--- src/rtl/dvi_timing_gen.sv ---
// DVI raster timing generator: pixel coordinates, data enable, syncs and
// a one-cycle-ahead pixel request for the TMDS encoder channels.
module dvi_timing_gen #(
  parameter int unsigned H_ACTIVE  = 640,
  parameter int unsigned H_FP      = 16,
  parameter int unsigned H_SYNC    = 96,
  parameter int unsigned H_BP      = 48,
  parameter int unsigned V_ACTIVE  = 480,
  parameter int unsigned V_FP      = 10,
  parameter int unsigned V_SYNC    = 2,
  parameter int unsigned V_BP      = 33,
  parameter bit          HSYNC_POL = 1'b0,
  parameter bit          VSYNC_POL = 1'b0
) (
  input  logic        clk,
  input  logic        reset,
  input  logic        enable,
  output logic [11:0] hcount,
  output logic [11:0] vcount,
  output logic        de,
  output logic        hsync,
  output logic        vsync,
  output logic        line_start,
  output logic        frame_start,
  output logic        pix_req
);

  localparam int unsigned H_TOTAL = H_ACTIVE + H_FP + H_SYNC + H_BP;
  localparam int unsigned V_TOTAL = V_ACTIVE + V_FP + V_SYNC + V_BP;

  localparam logic [11:0] H_LAST     = 12'(H_TOTAL - 1);
  localparam logic [11:0] H_ACT_END  = 12'(H_ACTIVE);
  localparam logic [11:0] H_SYNC_BEG = 12'(H_ACTIVE + H_FP);
  localparam logic [11:0] H_SYNC_END = 12'(H_ACTIVE + H_FP + H_SYNC);

  localparam logic [11:0] V_LAST     = 12'(V_TOTAL - 1);
  localparam logic [11:0] V_ACT_END  = 12'(V_ACTIVE);
  localparam logic [11:0] V_SYNC_BEG = 12'(V_ACTIVE + V_FP);
  localparam logic [11:0] V_SYNC_END = 12'(V_ACTIVE + V_FP + V_SYNC);

  logic [11:0] h_next_c;
  logic [11:0] v_next_c;
  logic        de_next_c;
  logic        hsync_next_c;
  logic        vsync_next_c;
  logic        line_start_next_c;
  logic        frame_start_next_c;

  // Next raster position; a low enable parks the counters in the idle corner
  always_comb begin
    h_next_c = H_LAST;
    v_next_c = V_LAST;
    if (enable) begin
      if (hcount != H_LAST) begin
        h_next_c = hcount + 12'd1;
        v_next_c = vcount;
      end else begin
        h_next_c = '0;
        v_next_c = (vcount == V_LAST) ? '0 : vcount + 12'd1;
      end
    end
  end

  // Region decode on the next position so registered controls align with the counters
  always_comb begin
    de_next_c          = enable && (h_next_c < H_ACT_END) && (v_next_c < V_ACT_END);
    hsync_next_c       = ((h_next_c >= H_SYNC_BEG) && (h_next_c < H_SYNC_END))
                         ? HSYNC_POL : ~HSYNC_POL;
    vsync_next_c       = ((v_next_c >= V_SYNC_BEG) && (v_next_c < V_SYNC_END))
                         ? VSYNC_POL : ~VSYNC_POL;
    line_start_next_c  = enable && (h_next_c == '0);
    frame_start_next_c = line_start_next_c && (v_next_c == '0);
  end

  // Pixel request looks one edge ahead so a single-register source lines up with de
  assign pix_req = ~reset & de_next_c;

  always_ff @(posedge clk or posedge reset) begin
    if (reset) begin
      hcount      <= H_LAST;
      vcount      <= V_LAST;
      de          <= 1'b0;
      hsync       <= ~HSYNC_POL;
      vsync       <= ~VSYNC_POL;
      line_start  <= 1'b0;
      frame_start <= 1'b0;
    end else begin
      hcount      <= h_next_c;
      vcount      <= v_next_c;
      de          <= de_next_c;
      hsync       <= hsync_next_c;
      vsync       <= vsync_next_c;
      line_start  <= line_start_next_c;
      frame_start <= frame_start_next_c;
    end
  end

endmodule

--- config.mk ---
export PLATFORM = sky130hd
export DESIGN_NAME = dvi_timing_gen
export DESIGN_NICKNAME = d
export VERILOG_FILES = /design/src/rtl/dvi_timing_gen.sv
export SDC_FILE = /design/constraint.sdc
export NUM_CORES = 1
export LEC_CHECK = 0
export BUFFER_PORTS_ARGS = -buffer_cell sky130_fd_sc_hd__buf_4
export CORE_ASPECT_RATIO = 0.75
export CORE_MARGIN = 1.5
export CORE_UTILIZATION = 55
export CTS_CLUSTER_DIAMETER = 200
export DETAILED_ROUTE_END_ITERATION = 10
export GPL_TIMING_DRIVEN = 0
export PLACE_DENSITY = 0.77
export SLEW_MARGIN = 20
export SYNTH_ARGS = -nofsm -noshare
export SYNTH_HDL_FRONTEND = slang
export SYNTH_SLANG_ARGS = --single-unit
--- constraint.sdc ---
create_clock -name clk -period 3.5 [get_ports clk]
set_clock_uncertainty 0.1 [all_clocks]
set_input_delay 0.175 -clock clk [delete_from_list [all_inputs] [get_ports clk]]
set_output_delay 0.175 -clock clk [all_outputs]
set_load 0.02 [all_outputs]
==> results of run 1 <==
[worst register-to-register path: stages, from the launching register on]
cell      delay, ns
dfstp_2        0.58
ha_1           0.23
nand4_1        0.33
nor4_4         0.57
mux2_4         0.35
a211oi_2       0.25
and3_1         0.18
or3b_1         0.34
[sequential cells by signal, summed over array words and instances (netlist names)]
name / flops
de: 1
frame_start: 1
hcount: 12
hsync: 1
line_start: 1
vcount: 12
vsync: 1
[metal layers]
layer,wire length [um],global-route usage
met5,0,0
met4,82,0.09804
met3,407,0.07692
met2,1876,0.3910
met1,2095,0.3688
[what timing repair did]
item,in CTS,in global routing
gates resized for setup,0,0
hold buffers,0,1
buffers inserted,0,0
hold endpoints to repair,0,17
[layout make-up]
class,instances,area (sq um)
flip-flops and latches,29,740.7
clock buffers,7,96.34
multi-input cells,150,1008
fillers,249,827.0
plain buffers,9,47.55
repair buffers,33,250.2
inverters,5,18.77
clock inverters,1,5.005
well taps,38,47.55
[per-stage QoR]
| stage | total power, mW | util | setup WS [ns] |
|---|---|---|---|
| floorplan | 1.082 | - | 0.7515 |
| global placement | 1.304 | 0.6915 | 0.5894 |
| detailed placement | 1.328 | 0.6915 | 0.5082 |
| CTS | 1.633 | 0.7248 | 0.2797 |
| global route | 1.750 | 0.7281 | 0.1840 |
| finish | 1.640 | 0.7281 | 0.2893 |
[logic make-up after synthesis]
logic type,count (synthesis),share of synthesized area
AOI/OAI and AO/OA,25,0.09236
xor gates and xnor gates,22,0.1061
adders and majority gates,3,0.02068
buffers and inverters,14,0.03653
DFF,29,0.4080
muxes,1,0.008268
and+or+nand+nor,99,0.3280
[power by group]
| group | internal (mW) | switching, mW | leakage [nW] |
|---|---|---|---|
| registers | 0.441 | 0.107 | 0.363 |
| clock network | 0.177 | 0.123 | 0.0542 |
| logic | 0.310 | 0.483 | 0.498 |
| total | 0.927 | 0.713 | 0.915 |
[placed cells by master, fill, tap and decap left out, types with 2 or more instances in the layout]
cell type  instances
buf_4             33
nand2_1           19
dfrtp_1           17
nor2_1            15
xnor2_1           13
nand4_1           12
dfstp_2           12
nand3_1           11
xor2_1             9
nor3_1             7
o21ai_0            7
clkbuf_8           7
clkbuf_1           5
or3_1              5
and4_1             4
inv_1              4
and3_1             4
a21oi_1            4
a31oi_1            3
nand4b_1           3
ha_1               3
and3b_1            2
buf_2              2
nor2b_1            2
o41ai_1            2
nor4_4             2
o211ai_1           2
a211o_1            2
nand2b_1           2
nor4_1             2
[worst max path at each step]
stage / start / to / cells past startpoint
2_1_floorplan: hcount[0] / vsync / 7
3_3_place_gp: hcount[0] / vsync / 7
3_5_place_dp: hcount[0] / vsync / 7
4_1_cts: hcount[0] / pix_req / 8
5_1_grt: hcount[1] / pix_req / 8
6_report: hcount[1] / pix_req / 8
==> summary.txt, run 1 <==
WS Path Type -> reg -> out
hold_sp -> enable
Leak -> 0.9147 nW
Die ar. -> 0.003658 sq mm
CTS tree -> yes
Clock Path Buffers -> 2
antenna violations before repair -> 0
worst-margin pin slew -> 0.5893 ns
HP Class -> in -> reg
max-slew violations -> 0
Cell Pwr Density -> 740.7 mW/mm^2
post-route antenna net violation count -> 0
vias in the first global route -> 1453
Skew-Pair Late Insertion Delay -> 0.28 ns
CP Cell Sequence -> ha_1, nand4_1, nor4_4, mux2_4, a211oi_2, or3_1, nor3_2, buf_4
fin area -> 0.002215 sq mm
CTS H-tree depth -> 2
Synth cell types -> 45
hold path cells -> 2
Fin Hold WS -> 0.03296 ns
via density per instance -> 6.040
Port Buffers -> 32
Buffers & Inverters on Critical Path -> 1
cell taking the most area after synthesis -> dfrtp_1
Top delay family on crit path -> simple AND/OR/NAND/NOR gates
CTS clk-pin slew, worst paths -> 0.06 ns
Syn Area/Cell -> 9.407 sq um
non-filler cells, final -> 272
first-pass GRT wire length -> 7293 um
Post-DP Area -> 0.002103 sq mm
DR WL/cell -> 16.40 um
period utilization -> 0.9173
Worst path slowest cell -> dfstp_2
RSZ-0062 raised after global routing -> false
fmax -> 0.3115 GHz
worst r2r src -> hcount[1]
commonest cells in the netlist -> nand2_1, dfrtp_1, nor2_1
CP Max Fanout -> 5
sequential share of the synthesized area -> 0.4080
GRT Total Usage -> 0.2645
Final nets -> 239
status -> completed
syn nets -> 199
initial core utilization -> 0.5969
DRT iter0 DRCs -> 117
hold worst-path end -> hcount[4]
top-count cell post-synth -> nand2_1
top cells by area in the synthesized netlist -> dfrtp_1, dfstp_2, xnor2_1, xor2_1, nand4_1
via count -> 1643
R2R Path End -> vsync
EDFF count, synth -> 0
Num CTS Buffers -> 5
core area -> 0.003042 sq mm
pin count of the biggest net entering global routing -> 30
gpl congestion -> 0.9203
final wirelength -> 4462 um
clk sinks -> 29
Inserted Diodes -> 0
grt total ovfl -> 0
IO Pins -> 33
Synth Register Bits -> 29
Worst slew margin -> 0.6066
most common flop cell mapped by yosys -> dfrtp_1
Synth Warn # -> 0
CP Data Required Time -> 3.22 ns
min cycle time layout -> 3.211 ns
Post-Route Setup TNS -> 0 ns
arrival time worst endpoint -> 2.94 ns
die width -> 69.34 um
top cell type's share of synthesized area -> 0.2343
final setup fails -> 0
synthesis-to-finish area growth -> 21.98%
Syn Inst Count -> 193
Post-Syn Area -> 0.001815 sq mm
flop-to-flop setup slack -> 0.50 ns
DP Wirelength -> 3302 um
max incr delay on CP -> 0.58 ns
worst-case reg-to-reg path depth -> 7
DRT Pass-1 Iters -> 4
async set-reset flop share out of synthesis -> 1.000
Inst Count DP -> 263
Root Buffer -> clkbuf_8
final hold viol count -> 0
layout cell share with drive strength beyond 1 -> 0.2821
total of max-cap violations -> 0
# rows -> 17
Residual DRC -> 0
Chip Height -> 52.76 um
Max IR drop VDD -> 0.6327 mV
Critical Path Start Type -> flip-flop
Setup crit end kind -> primary output
No activity file was read; power rests on OpenSTA's default activity.
==> inputs of run 2 (changes only) <==
--- a/config.mk
+++ b/config.mk
@@ -13,6 +13,7 @@
 export DETAILED_ROUTE_END_ITERATION = 10
 export GPL_TIMING_DRIVEN = 0
 export PLACE_DENSITY = 0.77
+export SETUP_SLACK_MARGIN = 0.5
 export SLEW_MARGIN = 20
 export SYNTH_ARGS = -nofsm -noshare
 export SYNTH_HDL_FRONTEND = slang
==> summary.txt, run 2 (synthesis results as in run 1) <==
Setup crit end kind -> primary output
PnR worst setup slack -> 0.4776 ns
synthesis-to-finish area growth -> 27.43%
Chip Height -> 52.76 um
antenna violations before repair -> 0
most used cell, CP -> buf_4
commonest non-fill, non-tap cells in the layout -> buf_4, nand2_1, dfrtp_1, nor2_1, xnor2_1
Switch Pwr -> 0.7323 mW
arrival time worst endpoint -> 2.75 ns
Clk pwr share -> 0.176
grt total ovfl -> 0
non-filler cells, final -> 277
DR WL/cell -> 16.53 um
Skew-Pair Late Insertion Delay -> 0.28 ns
Final nets -> 244
layout cell share with drive strength beyond 1 -> 0.3347
via density per instance -> 5.993
Root Buffer -> clkbuf_8
Leak -> 0.9530 nW
Inst Count DP -> 263
Final Util -> 0.7606
Max IR drop VDD -> 0.6388 mV
gpl congestion -> 0.9203
status -> completed
post-route antenna net violation count -> 0
initial core utilization -> 0.5969
via count -> 1660
WS Path Type -> reg -> out
vias in the first global route -> 1495
P_int -> 0.9708 mW
CP Cell Sequence -> buf_6, or4_4, nor4_4, buf_4, mux2_4, a211oi_4, or3_1, nor3_2, buf_4
IO Pins -> 33
fin area -> 0.002313 sq mm
final setup fails -> 0
largest registers -> hcount (12), vcount (12)
clk sinks -> 29
max-slew violations -> 0
CP Max Fanout -> 9
CTS tree -> yes
Num CTS Buffers -> 5
Die ar. -> 0.003658 sq mm
HP Class -> in -> reg
fmax -> 0.3309 GHz
# rows -> 17
worst-margin pin slew -> 0.5874 ns
total of max-cap violations -> 0
Clock Path Buffers -> 2
Worst path slowest cell -> or4_4
Worst slew margin -> 0.6078
period utilization -> 0.8635
Switching Fraction -> 0.4300
Post-Place Worst Slack -> 0.5082 ns
final wirelength -> 4578 um
Residual DRC -> 0
core area -> 0.003042 sq mm
die width -> 69.34 um
DRT Pass-1 Iters -> 4
max incr delay on CP -> 0.56 ns
min cycle time layout -> 3.022 ns
Post-Route Setup TNS -> 0 ns
Post-DP Area -> 0.002103 sq mm
Critical Path Start Type -> flip-flop
pin count of the biggest net entering global routing -> 30
GRT Total Usage -> 0.2699
Fin Hold WS -> 0.04130 ns
RSZ-0062 raised after global routing -> true
Cell Pwr Density -> 736.2 mW/mm^2
DP Wirelength -> 3302 um
sequential share of power -> 0.323
final hold viol count -> 0
most common cell after layout, fill and taps aside -> buf_4
Port Buffers -> 32
CTS clk-pin slew, worst paths -> 0.06 ns
fillcell total -> 226
CP Data Required Time -> 3.22 ns
CTS H-tree depth -> 2
DRT iter0 DRCs -> 87
first-pass GRT wire length -> 7445 um
Inserted Diodes -> 0
Tot Pwr -> 1.703 mW
Comb power frac -> 0.501
run 2: cell types whose count changed in the layout (fill, tap and decap cells not counted), sizes merged:
cell / change
buf: +4
clkbuf: +1
run 2: layer usage:
layer	track usage	up-vias	wire length (um)
met4	0.08824	0	87
met3	0.07692	12	335
met1	0.3733	795	2165
li1	-	791	-
met5	0	-	0
met2	0.4103	62	1989
run 2: worst paths after layout:
check	start	to	slack [ns]	cells after the start
max	hcount[5]	pix_req	0.48	9
min reg2reg	hcount[0]	hcount[0]	0.51	1
min in group asynchronous	reset	frame_start	0.43	3
max in group asynchronous	reset	hcount[10]	2.45	3
min	enable	hcount[4]	0.04	2
max reg2reg	hcount[5]	vsync	0.69	8
run 2: critical path, delay by kind of cell, from the launching register on:
family                 cells  cell delay [ns]
AND/OR/NAND/NOR            4             1.05
buffers and inverters      3             0.48
flip-flops                 1             0.39
multiplexers               1             0.31
AO/OA/AOI/OAI              1             0.23
run 2: final cells by class:
cell class              count  area [sq um]  area share
repair buffers             38         287.8      0.1244
clock buffers               7         96.34     0.04164
inverters                   5         18.77    0.008112
clock inverters             1         5.005    0.002163
multi-input cells         150          1057      0.4570
flip-flops and latches     29         742.0      0.3207
well taps                  38         47.55     0.02055
plain buffers               9         58.81     0.02542
run 2: what timing repair did:
action / 4_1_cts / 5_1_grt
resized for setup: 7 / 9
pin swaps: 2 / 1
buffers inserted: 4 / 1
setup endpoints to repair: 2 / 1
hold buffers: 0 / 1
hold endpoints to repair: 0 / 17
run 2: power by group through the flow:
stage	registers, mW	clock network (mW)	logic [mW]
4_1_cts	0.543	0.307	0.819
5_1_grt	0.563	0.320	0.938
3_3_place_gp	0.539	0	0.765
6_report	0.550	0.300	0.853
2_1_floorplan	0.602	0	0.480
3_5_place_dp	0.547	0	0.781
